**config.mk**
```make
export PLATFORM = sky130hd
export DESIGN_NAME = pc_fetch_ctrl
export DESIGN_NICKNAME = d
export VERILOG_FILES = /design/src/rtl/pc_fetch_ctrl.sv
export SDC_FILE = /design/constraint.sdc
export NUM_CORES = 1
export LEC_CHECK = 0
export BUFFER_PORTS_ARGS = -buffer_cell sky130_fd_sc_hd__buf_2
export CAP_MARGIN = 20
export CORE_MARGIN = 3
export CORE_UTILIZATION = 35
export CTS_CLUSTER_DIAMETER = 200
export DETAILED_ROUTE_END_ITERATION = 12
export PLACE_DENSITY = 0.66
export SYNTH_ARGS = -nofsm -noshare
export SYNTH_HDL_FRONTEND = slang
export SYNTH_SLANG_ARGS = --single-unit
```
**constraint.sdc**
```tcl
create_clock -name clk -period 2.3 [get_ports clk]
set_input_delay 0.115 -clock clk [delete_from_list [all_inputs] [get_ports clk]]
set_output_delay 0.115 -clock clk [all_outputs]
set_load 0.03 [all_outputs]
```
**src/rtl/pc_fetch_ctrl.sv**
```systemverilog
// Program counter owner and instruction fetch handshake.
// Optional misaligned-fetch trap: define FETCH_ALIGN_CHECK_EN.
module pc_fetch_ctrl #(
  parameter int unsigned        DATA_W   = 32,
  parameter logic [DATA_W-1:0]  RESET_PC = 32'hBFC0_0000
) (
  input  logic              clk,
  input  logic              rst,
  input  logic [DATA_W-1:0] pcnext,
  input  logic              stall,
  output logic [DATA_W-1:0] pc,
  output logic              pcvalid,
  output logic [DATA_W-1:0] instr,
  output logic              imem_req,
  output logic [DATA_W-1:0] imem_addr,
  input  logic              imem_gnt,
  input  logic              imem_rvalid,
  input  logic [DATA_W-1:0] imem_rdata,
  output logic              fetch_err
);

  localparam logic [2:0] IDLE = 3'd0;
  localparam logic [2:0] REQ  = 3'd1;
  localparam logic [2:0] WAIT = 3'd2;
  localparam logic [2:0] HOLD = 3'd3;
`ifdef FETCH_ALIGN_CHECK_EN
  localparam logic [2:0] ERR  = 3'd4;
`endif

  logic [2:0]        state;
  logic [2:0]        state_nx;
  logic [2:0]        go_req;
  logic [DATA_W-1:0] buffer;
  logic              rsp;

  // a response counts only in WAIT or with its own grant in REQ
  assign rsp = imem_rvalid &
               ((state == WAIT) |
                ((state == REQ) & imem_gnt));

  assign pcvalid = (rsp & ~stall) |
                   ((state == HOLD) & ~stall);

  assign imem_req = (state == REQ);

  always_comb begin
    instr = '0;
    if (state == HOLD)
      instr = buffer;
    else if (rsp)
      instr = imem_rdata;
  end

`ifdef FETCH_ALIGN_CHECK_EN
  logic [1:0] lo;
  // low bits of the pc that REQ will present
  assign lo = (state == IDLE) ? pc[1:0]
                              : pcnext[1:0];
  assign go_req    = (|lo) ? ERR : REQ;
  assign imem_addr = pc;
  assign fetch_err = (state == ERR);
`else
  assign go_req    = REQ;
  assign imem_addr = pc & ~DATA_W'(3);
  assign fetch_err = 1'b0;
`endif

  always_comb begin
    state_nx = state;
    unique case (state)
      IDLE: state_nx = go_req;
      REQ: begin
        if (imem_gnt) begin
          if (!imem_rvalid)
            state_nx = WAIT;
          else if (stall)
            state_nx = HOLD;
          else
            state_nx = go_req;
        end
      end
      WAIT: begin
        if (imem_rvalid)
          state_nx = stall ? HOLD : go_req;
      end
      HOLD: begin
        if (!stall)
          state_nx = go_req;
      end
      default: state_nx = state;
    endcase
  end

  always_ff @(posedge clk or posedge rst) begin
    if (rst) begin
      state  <= IDLE;
      pc     <= RESET_PC;
      buffer <= '0;
    end else begin
      state <= state_nx;
      if (pcvalid)
        pc <= pcnext;
      if (rsp & stall)
        buffer <= imem_rdata;
    end
  end

endmodule
```
== Word level (Yosys, flattened, before mapping) ==
Cells that the tools add are included.

* Register bits after elaboration: 67
* Input port bits: 69
* Output and inout port bits: 99

* Equal/unequal tests: 6
* Mux-type cells: 8
* Bitwise logic cells: 8
* Reduce and logical (&&, ||, !) cells: 3

{| class="wikitable"
|+ Operators with widths
! kind !! number
|-
| 32-bit two-way mux || 2
|-
| 3-bit case mux with 4 select lines || 1
|-
| 3-bit two-way mux || 3
|-
| 3-bit by 2-bit equality test with 1-bit output, second input constant || 2
|-
| 1-bit AND || 5
|-
| 2-bit two-way mux || 2
|-
| 2-bit != test, second input constant || 2
|-
| 4-bit AND reduction || 1
|-
| 4-bit nonzero test || 1
|-
| 3-bit by 1-bit equality test with 1-bit output, second input constant || 1
|-
| 3-bit zero test || 1
|-
| 2-bit by 1-bit != test with 1-bit output, second input constant || 1
|-
| 1-bit bitwise OR || 2
|-
| 1-bit inverter || 1
|}

== Logic depth before layout (Yosys ltp) ==
Gate-level depths: netlist of run 1.

* Depth after elaboration: 6
* Gate-level depth with buffers: 6

== Least setup slack after synthesis of run 1 ==
Ideal clock, no wire load.

* Kind: reg-to-reg
* Start point: register state[1]
* End point: register pc[21]
* Library setup time: 0.125 ns
* Arrival time: 1.645 ns
* Data required time: 2.175 ns
* Path slack: 0.530 ns
* Stages on the path, launching flop included: 7
* Period minus slack after synthesis: 1.770 ns
* Path through: dfrtp_1 -> inv_1 -> ha_1 -> a211oi_4 -> nor3_4 -> buf_6 -> mux2_4

* Longest elaborated chain between the ends: 6
* Elaborated cells on any way between the ends: 9
* Those cells by class: eq/ne: 3; bitwise: 6

{| class="wikitable"
|+ RTL lines
! what !! RTL line !! RTL
|-
| start: declaration || 30 || <nowiki>logic [2:0] state;</nowiki>
|-
| start signal: assignment || 100 || <nowiki>state <= state_nx;</nowiki>
|-
| 3-bit by 1-bit equality test with 1-bit output || 39 || <nowiki>((state == REQ) & imem_gnt));</nowiki>
|-
| 1-bit AND || 39 ||
|-
| 1-bit bitwise OR || 38 || <nowiki>((state == WAIT) |</nowiki>
|-
| 1-bit AND || 37 || <nowiki>assign rsp = imem_rvalid &</nowiki>
|-
| 1-bit AND || 41 || <nowiki>assign pcvalid = (rsp & ~stall) |</nowiki>
|-
| 1-bit bitwise OR (*) || 41 ||
|-
| named net pcvalid || 12 || <nowiki>output logic pcvalid,</nowiki>
|-
| end signal: assignment || 102 || <nowiki>pc <= pcnext;</nowiki>
|-
| end: declaration || 11 || <nowiki>output logic [DATA_W-1:0] pc,</nowiki>
|}

The timed path passes the listed nets; every way through them passes the cells marked *.
A chain may end at the register's enable or synchronous reset.

== Final worst setup path of run 1 ==
* Start point: register state[1]
* End point: output instr[19]

* Longest elaborated chain between the ends: 6
* Elaborated cells on any way between the ends: 8
* Those cells by class: eq/ne: 3; mux: 2; bitwise: 3

{| class="wikitable"
|+ RTL lines
! what !! RTL line !! RTL
|-
| 3-bit by 1-bit equality test with 1-bit output || 39 ||
|-
| 1-bit AND || 39 ||
|-
| 1-bit bitwise OR || 38 ||
|-
| 1-bit AND || 37 ||
|-
| 32-bit two-way mux || 50 || <nowiki>else if (rsp)</nowiki>
|-
| 32-bit two-way mux (*) || 48 || <nowiki>if (state == HOLD)</nowiki>
|-
| end: declaration || 13 || <nowiki>output logic [DATA_W-1:0] instr,</nowiki>
|}

Mark *: on every way between the ends. The rest lies on a longest branch, timed or not.

==> run_results.csv, run 1 <==
group,metric,value,unit
route,drt_wl_total,8.27,mm
floorplan,row_count,34,
yosys,syn_area,0.00330,mm2
worst_setup_path,cp_num_buf_inv,4,
sta,hold_violations,0,
yosys,ys_warn_count,0,
pwr,p_leak,2.28,nW
floorplan,die_area,0.0106,mm2
route,routed-wl-met2,4.03,mm
sta,finalMaxSlewViolations,0,
place,placed_cells,468,
worst_setup_path,r2r_slack,0.37,ns
pwr,ir_drop,666,uV
cts,cts_buffer_depth,2,
sta,clock_skew,0.0107,ns
flow_run,max_cap_violations,0,
floorplan,fp.dieW,103,um
final_layout,num-fill-cells,732,
cts,cts-root-buf,"clkbuf_8",
worst_setup_path,crit_start,"state[1]",
worst_setup_path,critPathKind,"reg -> out",
yosys,synth_area_per_cell,14.1,um2
worst_setup_path,critPathTopFamily,"buffers and inverters",
route,drt_first_pass_iters,4,
final_layout,layoutNonFillerInstCount,517,
final_layout,drive_gt1_share,66.3,%
place,dp_hpwl,5.58,mm
floorplan,core,0.00893,mm2
yosys,ys_seq_area_share,50.4,%
final_layout,num-nets-final,478,
grt,grt_pass1_wl,12.3,mm
yosys,synth_top_cell_area_share,43.2,%
grt,track_usage,15.1,%
worst_setup_path,required,2.18,ns
yosys,synth.area.top_cells,"dfrtp_1 (43%), mux2_2 (15%), mux2_4 (9.6%)",
worst_setup_path,crit_fanout,15,
route,avgViaCountPerCell,4.77,
route,antenna_left,0,
hold_path,holdCritStartpoint,"pcnext[19]",
grt,grt_pass1_vias,2485,
route,drc,0,
sta,min_period_over_period,95.7,%
place,place.gp.congestion,0.806,
floorplan,initial_core_util,36.9,%
pwr,power.density,1590,mW/mm2
route,highest_layer,"met4",
grt,grt_remaining_overflow,0,
worst_setup_path,crit_slowest_cell,"dfrtp_1",
worst_setup_path,cp-start-kind,"flop",
worst_setup_path,cp_data_arrival_time,2.09,ns
grt,grt_max_degree,37,
yosys,yosysTopAreaCell,"dfrtp_1",
yosys,synth_cell_type_count,25,
cts,insertion_delay,0.34,ns
route,wl_met3,762,um
floorplan,io_pins,168,
hold_path,hp-class,"in -> reg",
grt,antenna_found_initial,0,
cts,cts_made_buffers,9,
cts,clk_pin_slew,0.08,ns
final_layout,syn2layout_area_growth,37.7,%
route,met1_length,3.41,mm
cts,cts_tree,"built",
final_layout,diodes,0,
sta,finalSetupViolCount,0,
final_layout,fin_util,50.8,%
sta,fin_crit,2.20,ns
worst_setup_path,crit_path_end_kind,"output port",
worst_setup_path,regToRegStartpoint,"state[1]",
worst_setup_path,crit_path_max_incr_delay,0.43,ns
route,via_count,2467,
cts,h-tree-depth,3,
yosys,synth_seq_cells,66,
yosys,syn_inst,234,
route,drtIter0Drc,61,
place,port_buffers,164,
outcome,status,"finished, final reports clean",
cts,clkSinkCount,66,
sta,fmax,0.454,GHz
worst_setup_path,crit_chain,"inv_1 > ha_2 > a21oi_2 > nor3b_4 > buf_4 > clkbuf_16 > a22o_1 > buf_2",
route,wl_per_cell,16.0,um
floorplan,die-height,103,um
## metal layers
metal  GRT usage (%)  vias up
met4            4.08        0
met5               0        -
met1            16.9     1186
met3            6.29        8
met2            26.3      128
li1                -     1145
## synthesized netlist by cell type, drive strengths merged
master   n
mux2    65
dfrtp   57
buf     43
a22o    32
dfstp    9
ha       5
inv      5
clkbuf   3
a211oi   2
a21oi    2
nand2    2
nor2     2
conb     1
mux2i    1
nand2b   1
nor3     1
nor3b    1
o21ai    1
o221ai   1
## registers in the layout, summed over array words and instances (netlist names)
name	count
buffer	32
state	2
pc	32
## through the flow
step                instance area, um2  total power, mW  hold WS, ns  setup WS [ns]  TNS, ns
finish                            4540             7.21       0.0217         0.0994        0
global route                      4540             7.65    0.0000860        -0.0221   -0.243
CTS                               4490             7.23    0.0000843         0.0441        0
detailed placement                4010             6.21        0.213          0.372        0
global placement                  4010             6.14        0.209          0.451        0
floorplan                         3310             5.50        0.262          0.530        0
## worst register-to-register path: stages (launching register included)
cell and delay, ns:
dfrtp_1 0.43, ha_1 0.39, buf_4 0.40, nand2_1 0.10, o221ai_1 0.13, mux2_2 0.37
## placed cells by master, fill, tap and decap left out, types with 2 or more instances in the layout
cell and instances:
buf_2 164, dfrtp_1 57, mux2_2 44, a22o_1 32, dlygate4sd3_1 29, mux2_4 21
clkbuf_8 9, dfstp_2 9, buf_4 6, inv_1 4, clkinv_2 4, ha_1 3
conb_1 3, buf_12 3, nand2_1 2, ha_2 2
## worst paths after layout
| kind | to | cells after the start |
|---|---|---|
| hold / removal | pc[19] | 2 |
| setup / recovery | instr[19] | 8 |
| hold reg to reg | buffer[18] | 1 |
| max in group asynchronous | pc[31] | 4 |
| setup reg to reg | state[1] | 5 |
| min in group asynchronous | pc[17] | 4 |
## what timing repair did
item                                   4_1_cts  5_1_grt
endpoints found under the hold margin       85        0
setup endpoints to repair                    0       30
buffers inserted                             0        3
resized for setup                            0        2
hold buffers                                29        0
## layout make-up
cell class	instances	area, um2	area share, %
Clock buffer	10	128	2.81
Clock inverter	6	57.6	1.27
Inverter	5	18.8	0.413
Multi-Input combinational cell	119	1300	28.6
Sequential cell	66	1660	36.6
Tap cell	108	135	2.98
Timing Repair Buffer	203	1240	27.3
## cell families after synthesis
logic type                 share of synthesized area (%)
adders and majority gates                           1.90
other                                              0.114
and+or+nand+nor                                     1.59
muxes                                               24.9
buffers and inverters                               10.9
AOI/OAI and AO/OA                                   10.2
DFF                                                 50.4
## power breakdown
| part | internal (mW) | switching [mW] |
|---|---|---|
| clock | 0.493 | 0.447 |
| combinational | 1.57 | 2.51 |
| sequential | 1.81 | 0.381 |
| total | 3.88 | 3.33 |
Power figures use the tool's default switching activity.
==> run 2, diff against run 1 <==
--- a/config.mk
+++ b/config.mk
@@ -11,7 +11,6 @@
 export CORE_UTILIZATION = 35
 export CTS_CLUSTER_DIAMETER = 200
 export DETAILED_ROUTE_END_ITERATION = 12
-export PLACE_DENSITY = 0.66
 export SYNTH_ARGS = -nofsm -noshare
 export SYNTH_HDL_FRONTEND = slang
 export SYNTH_SLANG_ARGS = --single-unit
==> run_results.csv, run 2 (synthesis results as in run 1) <==
group,metric,value,unit
pwr,ir_drop,647,uV
pwr,power.density,1620,mW/mm2
route,antenna_left,0,
worst_setup_path,crit_fanout,22,
final_layout,fin_util,49.2,%
worst_setup_path,cp-start-kind,"flop",
route,drt_first_pass_iters,4,
cts,clk_pin_slew,0.06,ns
route,via_count,2381,
sta,fin_crit,2.18,ns
pwr,power.internal,3.86,mW
worst_setup_path,crit_slowest_cell,"dfrtp_1",
sta,clock_skew,0.00886,ns
floorplan,initial_core_util,36.9,%
worst_setup_path,crit_chain,"ha_1 > buf_4 > nor3b_4 > buf_8 > a22o_1 > buf_2",
grt,grt_pass1_vias,2354,
worst_setup_path,cp_num_buf_inv,3,
sta,layout_setup_ws,0.122,ns
sta,finalMaxSlewViolations,0,
final_layout,diodes,0,
cts,cts-root-buf,"clkbuf_8",
pwr,p_switching,3.24,mW
pwr,clkPwrFrac,13.3,%
route,drc,0,
route,wl_per_cell,14.9,um
pwr,pwr-share-comb,56.1,%
floorplan,row_count,34,
final_layout,reg_top3,"buffer: 32 flops, pc: 32 flops, state: 2 flops",
route,avgViaCountPerCell,4.72,
final_layout,final_cell_mix,"buf_2 (164), dfrtp_1 (57), mux2_2 (44)",
final_layout,num-nets-final,465,
worst_setup_path,r2r_cells,6,
worst_setup_path,worst-path-stages,6,
sta,slew_headroom,59.0,%
cts,cts_made_buffers,9,
worst_setup_path,required,2.18,ns
floorplan,die_area,0.0106,mm2
route,drtIter0Drc,63,
place,port_buffers,164,
outcome,status,"finished, final reports clean",
flow_run,max_cap_violations,0,
cts,insertion_delay,0.33,ns
hold_path,hp-class,"in -> reg",
grt,grt_pass1_wl,11.2,mm
sta,rsz0062_at_grt,"true",
place,dp_hpwl,5.29,mm
cts,cts_tree,"built",
sta,tns,0,ns
floorplan,core,0.00893,mm2
grt,track_usage,13.6,%
pwr,p_leak,2.22,nW
grt,grt_max_degree,39,
cts,clkSinkCount,66,
pwr,seqPwrFrac,30.6,%
worst_setup_path,cp_data_arrival_time,2.06,ns
floorplan,io_pins,168,
final_layout,regArea,0.00166,mm2
floorplan,fp.dieW,103,um
final_layout,layout_commonest_cell,"buf_2",
worst_setup_path,crit_path_end_kind,"output port",
sta,tightest_slew,0.614,ns
sta,fmax,0.459,GHz
sta,whs,0.0229,ns
place,place.gp.congestion,0.676,
grt,grt_remaining_overflow,0,
sta,min_period_over_period,94.7,%
final_layout,num-fill-cells,804,
final_layout,syn2layout_area_growth,33.2,%
final_layout,multiInputGateArea,0.00129,mm2
cts,cts_setup_buffers,0,
pwr,switching_share,45.6,%
worst_setup_path,critPathKind,"reg -> out",
floorplan,die-height,103,um
worst_setup_path,critPathTopFamily,"buffers and inverters",
cts,cts_buffer_depth,2,
grt,antenna_found_initial,0,
cts,h-tree-depth,3,
final_layout,drive_gt1_share,66.9,%
pwr,power.total,7.10,mW
hold_path,whs_path_depth,2,
route,drt_wl_total,7.49,mm
place,dpl_worst_slack,0.386,ns
worst_setup_path,crit_path_max_incr_delay,0.42,ns
sta,hold_violations,0,
sta,finalSetupViolCount,0,
-- run 2: layer usage --
metal	routed length, um	vias to the layer above	track usage, %	share of wire, %
li1	-	1113	-	-
met1	3160	1138	15.9	42
met2	3570	121	23.4	48
met3	659	9	4.60	8.8
met4	97	0	4.78	1.3
met5	0	-	0	0
-- run 2: layout make-up --
class                      instances  share of cell area [%]
inverter                           5                   0.427
tap                              108                    3.08
clock inverter                     3                   0.911
multi-input combinational        119                    29.5
clock buffer                      13                    3.39
timing repair buffer             190                    24.9
sequential                        66                    37.9
-- run 2: final timing paths --
path	from	to	slack [ns]
hold / removal	pcnext[21]	pc[21]	0.02
min in group asynchronous	rst	pc[6]	0.42
setup reg to reg	state[1]	pc[20]	0.45
setup / recovery	state[0]	instr[3]	0.12
hold reg to reg	buffer[7]	buffer[7]	0.51
max in group asynchronous	rst	state[1]	1.24
-- run 2: metrics by stage --
step	instances	instance area (um2)
floorplan	236	3310
global placement	470	4020
global route	504	4390
detailed placement	470	4020
CTS	500	4350
finish	504	4390
-- run 2: timing repair --
| action | 4_1_cts | 5_1_grt |
|---|---|---|
| resized for setup | 0 | 2 |
| hold buffers | 14 | 4 |
| endpoints found under the hold margin | 32 | 4 |
| endpoints found under the setup margin | 0 | 22 |
-- run 2: power by group through the flow --
stage	clock [mW]	sequential, mW	combinational [mW]
3_3_place_gp	0	2.16	3.97
6_report	0.942	2.18	3.99
5_1_grt	1.04	2.27	4.25
3_5_place_dp	0	2.20	3.97
4_1_cts	0.993	2.18	4.01
2_1_floorplan	0	2.73	2.77
